===== src/rtl/axis_video_pkg.sv =====
// Shared definitions for the AXI4-Stream video test-pattern generator:
// pattern codes, colour-bar palette and control state encoding.
package axis_video_pkg;

   localparam logic [1:0] PAT_SOLID = 2'd0;
   localparam logic [1:0] PAT_BARS  = 2'd1;
   localparam logic [1:0] PAT_RAMP  = 2'd2;
   localparam logic [1:0] PAT_CHECK = 2'd3;

   // SMPTE-style bar order, left to right, packed as {R, G, B}
   localparam logic [23:0] BAR_RGB [8] = '{
      24'hFFFFFF,
      24'hFFFF00,
      24'h00FFFF,
      24'h00FF00,
      24'hFF00FF,
      24'hFF0000,
      24'h0000FF,
      24'h000000
   };

   typedef enum logic {
      ST_IDLE   = 1'b0,
      ST_ACTIVE = 1'b1
   } tpg_state_e;

endpackage


===== src/rtl/tpg_pixel_gen.sv =====
// Combinational colour lookup: turns the pattern select and the pixel position
// (plus the precomputed bar index) into a 24-bit {R, G, B} value.
module tpg_pixel_gen
   import axis_video_pkg::*;
(
   input  logic [1:0]  pattern,
   input  logic [7:0]  x_lsb,
   input  logic        x_bit4,
   input  logic        y_bit4,
   input  logic [2:0]  bar_idx,
   input  logic [23:0] solid_rgb,
   output logic [23:0] rgb
);

   // Ramp uses the low byte of x so it wraps every 256 pixels; the checker
   // toggles every 16 pixels/lines, so only bit 4 of each coordinate matters.
   always_comb begin
      rgb = solid_rgb;
      case (pattern)
         PAT_SOLID: rgb = solid_rgb;
         PAT_BARS:  rgb = BAR_RGB[bar_idx];
         PAT_RAMP:  rgb = {x_lsb, x_lsb, x_lsb};
         PAT_CHECK: rgb = (x_bit4 ^ y_bit4) ? 24'hFFFFFF : 24'h000000;
         default:   rgb = solid_rgb;
      endcase
   end

endmodule


===== src/rtl/axis_video_tpg.sv =====
// AXI4-Stream RGB test-pattern generator: owns the frame/line counters, the
// IDLE/ACTIVE control and the registered output beat; colours come from tpg_pixel_gen.
module axis_video_tpg
   import axis_video_pkg::*;
#(
   parameter int DATAW = 24,
   parameter int DIMW  = 12
) (
   input  logic               aclk,
   input  logic               aresetn,
   input  logic               en,
   input  logic [1:0]         pattern,
   input  logic [DIMW-1:0]    hsize,
   input  logic [DIMW-1:0]    vsize,
   input  logic [23:0]        solid_rgb,
   output logic [DATAW-1:0]   m_axis_tdata,
   output logic               m_axis_tvalid,
   input  logic               m_axis_tready,
   output logic               m_axis_tuser,
   output logic               m_axis_tlast,
   output logic [DATAW/8-1:0] m_axis_tstrb,
   output logic [DATAW/8-1:0] m_axis_tkeep,
   output logic               m_axis_tid,
   output logic               m_axis_tdest,
   output logic               busy,
   output logic [15:0]        frame_cnt
);

   tpg_state_e state_q, state_d;

   logic [1:0]       cfg_pattern;
   logic [DIMW-1:0]  cfg_hsize, cfg_vsize, cfg_bw;
   logic [23:0]      cfg_solid;

   logic [DIMW-1:0]  x_q, y_q, bar_cnt_q;
   logic [2:0]       bar_idx_q;

   logic [DATAW-1:0] tdata_q;
   logic             tvalid_q, tuser_q, tlast_q;
   logic [15:0]      frame_cnt_q;

   logic             live_ok, handshake, line_end, frame_end, last_beat, advance;
   logic             start_frame;
   logic [DIMW-1:0]  live_bw;
   logic [DIMW-1:0]  nxt_x, nxt_y, nxt_bar_cnt;
   logic [2:0]       nxt_bar_idx;
   logic             nxt_last;
   logic [1:0]       gen_pattern;
   logic [23:0]      gen_solid, gen_rgb;

   assign live_ok   = en && (hsize != '0) && (vsize != '0);
   assign handshake = tvalid_q && m_axis_tready;
   assign line_end  = (x_q == cfg_hsize - DIMW'(1));
   assign frame_end = line_end && (y_q == cfg_vsize - DIMW'(1));
   assign last_beat = handshake && frame_end;
   assign advance   = handshake && !frame_end;

   // Bars are hsize/8 wide; narrow frames fall back to 1-pixel bars
   assign live_bw = (hsize < DIMW'(8)) ? DIMW'(1) : (hsize >> 3);

   always_ff @(posedge aclk or negedge aresetn) begin
      if (!aresetn) begin
         state_q <= ST_IDLE;
      end else begin
         state_q <= state_d;
      end
   end

   // A new frame starts from IDLE, or back-to-back on the last-pixel handshake
   always_comb begin
      state_d     = state_q;
      start_frame = 1'b0;
      case (state_q)
         ST_IDLE: begin
            if (live_ok) begin
               state_d     = ST_ACTIVE;
               start_frame = 1'b1;
            end
         end
         ST_ACTIVE: begin
            if (last_beat) begin
               if (live_ok) begin
                  start_frame = 1'b1;
               end else begin
                  state_d = ST_IDLE;
               end
            end
         end
         default: state_d = ST_IDLE;
      endcase
   end

   // Position of the beat that will be loaded next: pixel (0,0) of a fresh
   // frame using the live inputs, or the successor of the current pixel.
   always_comb begin
      nxt_x       = '0;
      nxt_y       = '0;
      nxt_bar_cnt = '0;
      nxt_bar_idx = '0;
      gen_pattern = pattern;
      gen_solid   = solid_rgb;
      nxt_last    = (hsize == DIMW'(1));
      if (!start_frame) begin
         gen_pattern = cfg_pattern;
         gen_solid   = cfg_solid;
         if (line_end) begin
            nxt_y = y_q + DIMW'(1);
         end else begin
            nxt_x = x_q + DIMW'(1);
            nxt_y = y_q;
            if (bar_cnt_q == cfg_bw - DIMW'(1)) begin
               nxt_bar_idx = (bar_idx_q == 3'd7) ? 3'd7 : bar_idx_q + 3'd1;
            end else begin
               nxt_bar_cnt = bar_cnt_q + DIMW'(1);
               nxt_bar_idx = bar_idx_q;
            end
         end
         nxt_last = (nxt_x == cfg_hsize - DIMW'(1));
      end
   end

   tpg_pixel_gen u_pixel_gen (
      .pattern   (gen_pattern),
      .x_lsb     (nxt_x[7:0]),
      .x_bit4    (nxt_x[4]),
      .y_bit4    (nxt_y[4]),
      .bar_idx   (nxt_bar_idx),
      .solid_rgb (gen_solid),
      .rgb       (gen_rgb)
   );

   // The output beat only changes on a frame start or a handshake, so it is
   // held stable while the downstream stalls.
   always_ff @(posedge aclk or negedge aresetn) begin
      if (!aresetn) begin
         cfg_pattern <= PAT_SOLID;
         cfg_hsize   <= '0;
         cfg_vsize   <= '0;
         cfg_bw      <= '0;
         cfg_solid   <= '0;
         x_q         <= '0;
         y_q         <= '0;
         bar_cnt_q   <= '0;
         bar_idx_q   <= '0;
         tdata_q     <= '0;
         tvalid_q    <= 1'b0;
         tuser_q     <= 1'b0;
         tlast_q     <= 1'b0;
         frame_cnt_q <= '0;
      end else begin
         if (start_frame) begin
            cfg_pattern <= pattern;
            cfg_hsize   <= hsize;
            cfg_vsize   <= vsize;
            cfg_bw      <= live_bw;
            cfg_solid   <= solid_rgb;
            x_q         <= '0;
            y_q         <= '0;
            bar_cnt_q   <= '0;
            bar_idx_q   <= '0;
            tdata_q     <= gen_rgb;
            tvalid_q    <= 1'b1;
            tuser_q     <= 1'b1;
            tlast_q     <= nxt_last;
         end else if (advance) begin
            x_q         <= nxt_x;
            y_q         <= nxt_y;
            bar_cnt_q   <= nxt_bar_cnt;
            bar_idx_q   <= nxt_bar_idx;
            tdata_q     <= gen_rgb;
            tuser_q     <= 1'b0;
            tlast_q     <= nxt_last;
         end else if (last_beat) begin
            tvalid_q    <= 1'b0;
            tuser_q     <= 1'b0;
            tlast_q     <= 1'b0;
         end
         if (last_beat) begin
            frame_cnt_q <= frame_cnt_q + 16'd1;
         end
      end
   end

   assign m_axis_tdata  = tdata_q;
   assign m_axis_tvalid = tvalid_q;
   assign m_axis_tuser  = tuser_q;
   assign m_axis_tlast  = tlast_q;
   assign m_axis_tstrb  = '1;
   assign m_axis_tkeep  = '1;
   assign m_axis_tid    = 1'b0;
   assign m_axis_tdest  = 1'b0;
   assign busy          = (state_q == ST_ACTIVE);
   assign frame_cnt     = frame_cnt_q;

endmodule

===== config.mk =====
export PLATFORM = sky130hd
export DESIGN_NAME = axis_video_tpg
export DESIGN_NICKNAME = d
export VERILOG_FILES = /design/src/rtl/axis_video_pkg.sv /design/src/rtl/tpg_pixel_gen.sv /design/src/rtl/axis_video_tpg.sv
export SDC_FILE = /design/constraint.sdc
export NUM_CORES = 1
export LEC_CHECK = 0
export ABC_AREA = 1
export BUFFER_PORTS_ARGS = -buffer_cell sky130_fd_sc_hd__buf_2
export CAP_MARGIN = 5
export CORE_MARGIN = 5
export CORE_UTILIZATION = 52
export CTS_CLUSTER_SIZE = 8
export DETAILED_ROUTE_END_ITERATION = 8
export HOLD_SLACK_MARGIN = 0.08
export PLACE_DENSITY = 0.77
export REMOVE_ABC_BUFFERS = 1
export SLEW_MARGIN = 10
export SYNTH_ARGS = -nofsm -noshare
export SYNTH_HDL_FRONTEND = slang
export SYNTH_SLANG_ARGS = --single-unit

===== constraint.sdc =====
create_clock -name aclk -period 3.4 [get_ports aclk]
set_input_delay 0.34 -clock aclk [delete_from_list [all_inputs] [get_ports aclk]]
set_output_delay 0.34 -clock aclk [all_outputs]
set_load 0.05 [all_outputs]

==> results.cfg, run 1 <==
[worst_setup_path]
r2r-end = m_axis_tdata[4]
worstSetupEndpoint = m_axis_tdata[4]
cp-start-kind = register
endpoint_kind = register
r2r-start = cfg_vsize[0]
cp.arrival_ns = 3.46
path_max_fanout = 14
critPathRequiredTime_ns = 3.73
rr_worst_depth = 17
reg2reg_slack_ns = 0.27
startpoint = cfg_vsize[0]
crit_type = register to register

[place]
place.gp.congestion = 0.921
place_inst = 1568
dp_hpwl_um = 17300
pre_cts_ws_ns = 0.207
dpl_cell_area_um2 = 9550
portBuffers = 97

[clock_tree]
cts_root_buffer = clkbuf_16
cts_sinks = 142
clk_pin_slew_ns = 0.07
htree_num_levels = 4
cts_max_path_buffers = 2
clk_latency_ns = 0.44
cts_tree = built
numCtsBuffers = 17

[timing]
final.min_clock_period_ns = 3.13
slew_headroom_pct = 50.8
grt_setup_unrepaired = true
slew_viol_final = 0
clock_skew_ns = 0.0105
fin_crit_sh_pct = 92.0
worstMarginPinSlew_ns = 0.739
timing.hold.ws_ns = 0.119
fin_ws_ns = 0.273
setup_violations = 0
finalHoldViolCount = 0
fmax_mhz = 320

[routing]
drc_errors = 0
firstDrtPassIters = 6
routedWlPerCell_um = 15.0
drtIter0Drc = 650
viasPerCell = 5.30
drt-total-wl_um = 24200
drt.antenna.violating_nets = 0
vias = 8521

[grt]
antenna_found_initial = 1
grt_max_degree = 76
grt_pass1_vias = 7977
grt_pass1_wl_um = 38800
grtUsageTotal_pct = 23.9
grt_overflow = 0

[final_layout]
layout-drive-gt1-share_pct = 14.3
syn2layout_area_growth_pct = 15.7
num-nets-final = 1437
fillers = 1510
stdcell_count = 1609
post-route-util_pct = 61.7
final_cell_area_um2 = 10300

[hold_path]
min_path_cells = 3
hold_class = input port to register

[synthesis]
ys_warn_count = 0
synthCells = 1272
ys_ff_latch = 142
yosys.area.top_type = dfrtp_1
syn_area_um2 = 8910
synth_commonest_cells = nand2_1, inv_1, dfrtp_1, nand3_1, nor2_1
synth_area_leaders = dfrtp_1, nand2_1, inv_1
syn_avg_cell_area_um2 = 7.01
synth-async-reset-ratio_pct = 100
synthFlopType = dfrtp_1
synth_cell_types = 40
yosysMostFrequentCell = nand2_1
synth-edff-count = 0
synth-seq-area-share_pct = 39.9
synth_top_area_share_pct = 39.9

[power_and_ir_drop]
p_per_area_nw_per_um2 = 581
leakage_uw = 0.00546
peakVddDrop_mv = 0.446

[flow_run]
cap_violations = 0

[floorplanning]
design.die.area_um2 = 19900
die_h_um = 141
rows = 47
start_util_pct = 53.4
core_region_area_um2 = 16700
io_pins = 106
dieWidth_um = 141

[status]
status = finished clean
[worst min-delay path by stage]
| stage | startpoint | endpoint | slack, ns |
|---|---|---|---|
| 5_1_grt | vsize[5] | cfg_vsize[5] | 0.13 |
| 4_1_cts | vsize[10] | cfg_vsize[10] | 0.11 |
| 3_3_place_gp | aresetn | x_q[10] | 0.41 |
| 3_5_place_dp | aresetn | x_q[11] | 0.42 |
| 6_report | vsize[10] | cfg_vsize[10] | 0.12 |
| 2_1_floorplan | aresetn | bar_cnt_q[0] | 0.04 |
[per-layer routing]
| layer | routed length (um) | track usage [%] |
|---|---|---|
| met2 | 11700 | 39.9 |
| met4 | 645 | 9.18 |
| met5 | 0 | 0 |
| met3 | 1470 | 4.00 |
| met1 | 10400 | 31.2 |
[logic make-up after synthesis]
kind of cell	Yosys count	share of synthesized area (%)
AO/OA/AOI/OAI	116	7.01
XOR/XNOR	49	4.82
adder cells (fa/ha/maj)	8	1.12
buffers and inverters	244	11.7
flip-flops	142	39.9
other	2	0.0843
AND/OR/NAND/NOR	711	35.4
[cell type report]
cell class                 instances  area [um2]  area share (%)
timing repair buffer             113         657            6.37
inverter                         206         783            7.60
tap                              220         275            2.67
clock inverter                    14         159            1.54
clock buffer                      18         439            4.26
antenna                            1        2.50          0.0243
multi-input combinational        895        4440            43.0
sequential                       142        3550            34.5
[through the flow]
step,TNS [ns],total power (uW)
after floorplan,0,3520
after global placement,0,3990
after detailed placement,0,4020
after CTS,0,5940
after global routing,-0.00812,6320
final,0,5990
[worst max-delay path: stages, from the launching register on]
cell and delay [ns]:
dfrtp_1 0.39, inv_1 0.11, ha_1 0.26, nand2_1 0.15
nor2_1 0.15, xor2_1 0.22, nand4_1 0.13, nor2_2 0.28
nand4_4 0.20, nand2_4 0.13, nand2_4 0.10, buf_4 0.22
nand3b_1 0.11, nand2_2 0.12, nand3_2 0.19, nand3_1 0.11
nand2_1 0.09, nand2_1 0.05
[repair_timing]
action,4_1_cts,5_1_grt
setup endpoints to repair,0,38
setup buffers,0,3
hold endpoints to repair,74,0
hold buffers,1,0
gates resized for setup,0,15
[report_power, final]
group	internal, uW	switching (uW)	total [uW]	leakage, uW
sequential	1950	231	2180	0.00170
clock	1110	798	1910	0.000281
combinational	584	1310	1890	0.00348
total	3650	2340	5990	0.00546
[cell usage in the layout (no fill, tap or decap), drive strengths merged]
cell / synthesis / layout
nand2: 420 / 421
inv: 205 / 209
dfrtp: 142 / 142
nand3: 131 / 133
buf: 31 / 111
nor2: 94 / 94
o21ai: 89 / 89
xor2: 38 / 38
nand4: 28 / 28
clkbuf: 7 / 19
o22ai: 16 / 16
nor3: 16 / 16
xnor2: 11 / 11
nand3b: 8 / 8
nor4: 8 / 8
conb: 2 / 8
ha: 8 / 8
a21oi: 7 / 7
clkinv: 1 / 5
clkinvlp: 0 / 4
and2: 2 / 2
o31ai: 2 / 2
or2: 2 / 2
o41ai: 2 / 2
bufinv: 0 / 2
diode: 0 / 1
and3: 1 / 1
nor3b: 1 / 1
dlygate4sd3: 0 / 1
[sequential cells by signal, indices dropped and copies added, names as in the netlist, 2 cells and up]
signal	count
bar_cnt_q	12
bar_idx_q	3
cfg_bw	9
cfg_hsize	12
cfg_pattern	2
cfg_solid	24
cfg_vsize	12
frame_cnt	16
m_axis_tdata	24
x_q	12
y_q	12
No activity file was read; power rests on OpenSTA's default activity.
==> run 2: changes to the inputs <==
--- a/config.mk
+++ b/config.mk
@@ -18,4 +18,5 @@
 export SLEW_MARGIN = 10
 export SYNTH_ARGS = -nofsm -noshare
 export SYNTH_HDL_FRONTEND = slang
+export SYNTH_HIERARCHICAL = 1
 export SYNTH_SLANG_ARGS = --single-unit
==> run 2 against run 1 <==
  * Die area is 0.16% lower
  * Power shrank 17%
  * Worst setup slack lost 0.056 ns
  * Area after synthesis decreased by 0.17%
  * Sequential power fell by 9.6%
  * Combinational power decreased by 40%
  * Sequential share of layout area decreased by 0.10 points
==> results.cfg, run 2 <==
[floorplanning]
core_region_area_um2 = 16700
die_h_um = 141
io_pins = 106
design.die.area_um2 = 19800
dieWidth_um = 141
start_util_pct = 53.3
rows = 47

[worst_setup_path]
startpoint = cfg_vsize[0]
path_max_fanout = 11
reg2reg_slack_ns = 0.22
crit_type = register to register
r2r-start = cfg_vsize[0]
cp.arrival_ns = 3.55
critPathRequiredTime_ns = 3.76
cp-start-kind = register
endpoint_kind = register

[synthesis]
yosysMostFrequentCell = nand2_1
synth_cell_types = 43
ys_warn_count = 6
syn_avg_cell_area_um2 = 7.16
synth_top_area_share_pct = 39.9
yosys.area.top_type = dfrtp_1
synth-edff-count = 0
synth-seq-area-share_pct = 39.9
synth-async-reset-ratio_pct = 100
synthFlopType = dfrtp_1
syn_area_um2 = 8900
synth_commonest_cells = nand2_1, dfrtp_1, inv_1, nand3_1, nor2_1
ys_ff_latch = 142
synth_area_leaders = dfrtp_1, nand2_1, nand3_1
synthCells = 1243

[routing]
drt-total-wl_um = 23700
drtIter0Drc = 704
routedWlPerCell_um = 15.0
viasPerCell = 5.38
drc_errors = 0
vias = 8516
drt.antenna.violating_nets = 0
firstDrtPassIters = 5

[power_and_ir_drop]
leakage_uw = 0.00539
internal_power_uw = 3300
p_sw_share_pct = 34.0
seqPwrFrac_pct = 39.5
comb_power_share_pct = 22.8
peakVddDrop_mv = 0.446
p_per_area_nw_per_um2 = 484
pwr-share-clk_pct = 37.7
p_switching_uw = 1700
power_uw = 5000

[final_layout]
final_common_cell = nand2_1
stdcell_count = 1582
layout-drive-gt1-share_pct = 15.9
final_cell_area_um2 = 10300
num-nets-final = 1411
most-common-layout-cells = nand2_1, dfrtp_1, inv_1
num_antenna_cells = 0
syn2layout_area_growth_pct = 16.2

[place]
portBuffers = 97
pre_cts_ws_ns = -0.114
dp_hpwl_um = 16900
place.gp.congestion = 0.978
dpl_cell_area_um2 = 9540
place_inst = 1540

[timing]
final.min_clock_period_ns = 3.18
timing.hold.ws_ns = 0.130
fin_crit_sh_pct = 93.6
slew_viol_final = 0
worstMarginPinSlew_ns = 0.586
setup_violations = 0
fin_ws_ns = 0.217
slew_headroom_pct = 60.9
clock_skew_ns = 0.0102
fmax_mhz = 314
finalHoldViolCount = 0

[clock_tree]
cts_max_path_buffers = 2
htree_num_levels = 4
cts_tree = built
clk_pin_slew_ns = 0.06
numCtsBuffers = 17
clk_latency_ns = 0.43
cts_root_buffer = clkbuf_16
cts_sinks = 142

[grt]
grt_max_degree = 58
grt_pass1_vias = 8045
grt_overflow = 0
antenna_found_initial = 1
grt_pass1_wl_um = 39000
grtUsageTotal_pct = 24.0

[status]
status = finished clean

[hold_path]
hold_class = input port to register
holdCritStartpoint = solid_rgb[17]

[flow_run]
cap_violations = 0
## run 2: cell count changes in the layout (fill, tap and decap cells not counted), sizes merged, moves of 7 or more
cell   before  now
a21oi       7   14
buf       111  125
inv       209  139
nand2     421  432
nand3     133  121
nand4      28   41
nor2       94  104
o21ai      89   63
xor2       38   49
## run 2: final cells by class
type                            instances  area, um2
Sequential cell                       142       3550
Fill cell                            1474       6360
Clock buffer                           18        439
Timing Repair Buffer                  126        744
Inverter                              137        532
Multi-Input combinational cell        925       4640
Tap cell                              220        275
Clock inverter                         14        158
## run 2: cells by family (layout without fill, tap and decap cells)
kind of cell             Yosys count  after routing  synth area share (%)
flip-flops                       142            142                  39.9
adder cells (fa/ha/maj)            8              8                  1.13
buffers and inverters            183            295                  9.30
AO/OA/AOI/OAI                    101            101                  6.36
XOR/XNOR                          59             59                  5.96
other                              2              8                0.0844
AND/OR/NAND/NOR                  748            749                  37.2
## run 2: path summary, 6_finish.rpt
check                      cells past startpoint          endpoint
setup reg to reg                              20  m_axis_tdata[16]
max in group asynchronous                      3     frame_cnt[15]
min in group asynchronous                      2     cfg_solid[16]
setup / recovery                              20  m_axis_tdata[16]
hold / removal                                 3     cfg_solid[17]
hold reg to reg                                2      cfg_solid[9]
## run 2: per-stage QoR
stage	setup TNS [ns]	utilization (%)
detailed placement	-1.89	57.1
floorplan	-14.71	-
CTS	0	60.9
global placement	0	57.1
finish	0	61.9
global route	-0.150	61.9
## run 2: worst max-delay path: stages, from the launching register on
cell and delay (ns):
dfrtp_1 0.39, inv_1 0.09, ha_2 0.28, xnor2_1 0.12
nor3_1 0.19, buf_4 0.15, nand3_1 0.07, nand3b_1 0.20
nor2_4 0.16, nand3_4 0.12, o21ai_4 0.16, nand2_4 0.12
clkinv_8 0.09, nand2_1 0.08, nand2_2 0.08, buf_6 0.13
nand3b_1 0.23, buf_4 0.23, nand4_1 0.07, nand2_1 0.06
nand2_1 0.07
## run 2: what timing repair did
| action | 4_1_cts | 5_1_grt |
|---|---|---|
| gates cloned | 0 | 1 |
| gates resized for setup | 1 | 27 |
| hold buffers | 1 | 0 |
| endpoints found under the setup margin | 24 | 49 |
| buffers inserted | 2 | 6 |
| hold endpoints to repair | 47 | 0 |
| pin swaps | 1 | 10 |
## run 2: power by group through the flow
stage                     clock network [uW]  logic, uW  registers, uW
after floorplan                            0        593           2170
after global placement                     0       1060           1990
after detailed placement                   0       1090           1990
after CTS                               1910       1110           1970
after global routing                    1980       1250           1990
final                                   1890       1140           1970
## run 2: per-layer routing
metal,vias up,track usage [%],routed length (um)
li1,4207,-,-
met2,312,36.9,10800
met5,-,0,11
met1,3963,34.2,10700
met3,32,5.15,1700
met4,2,7.24,448
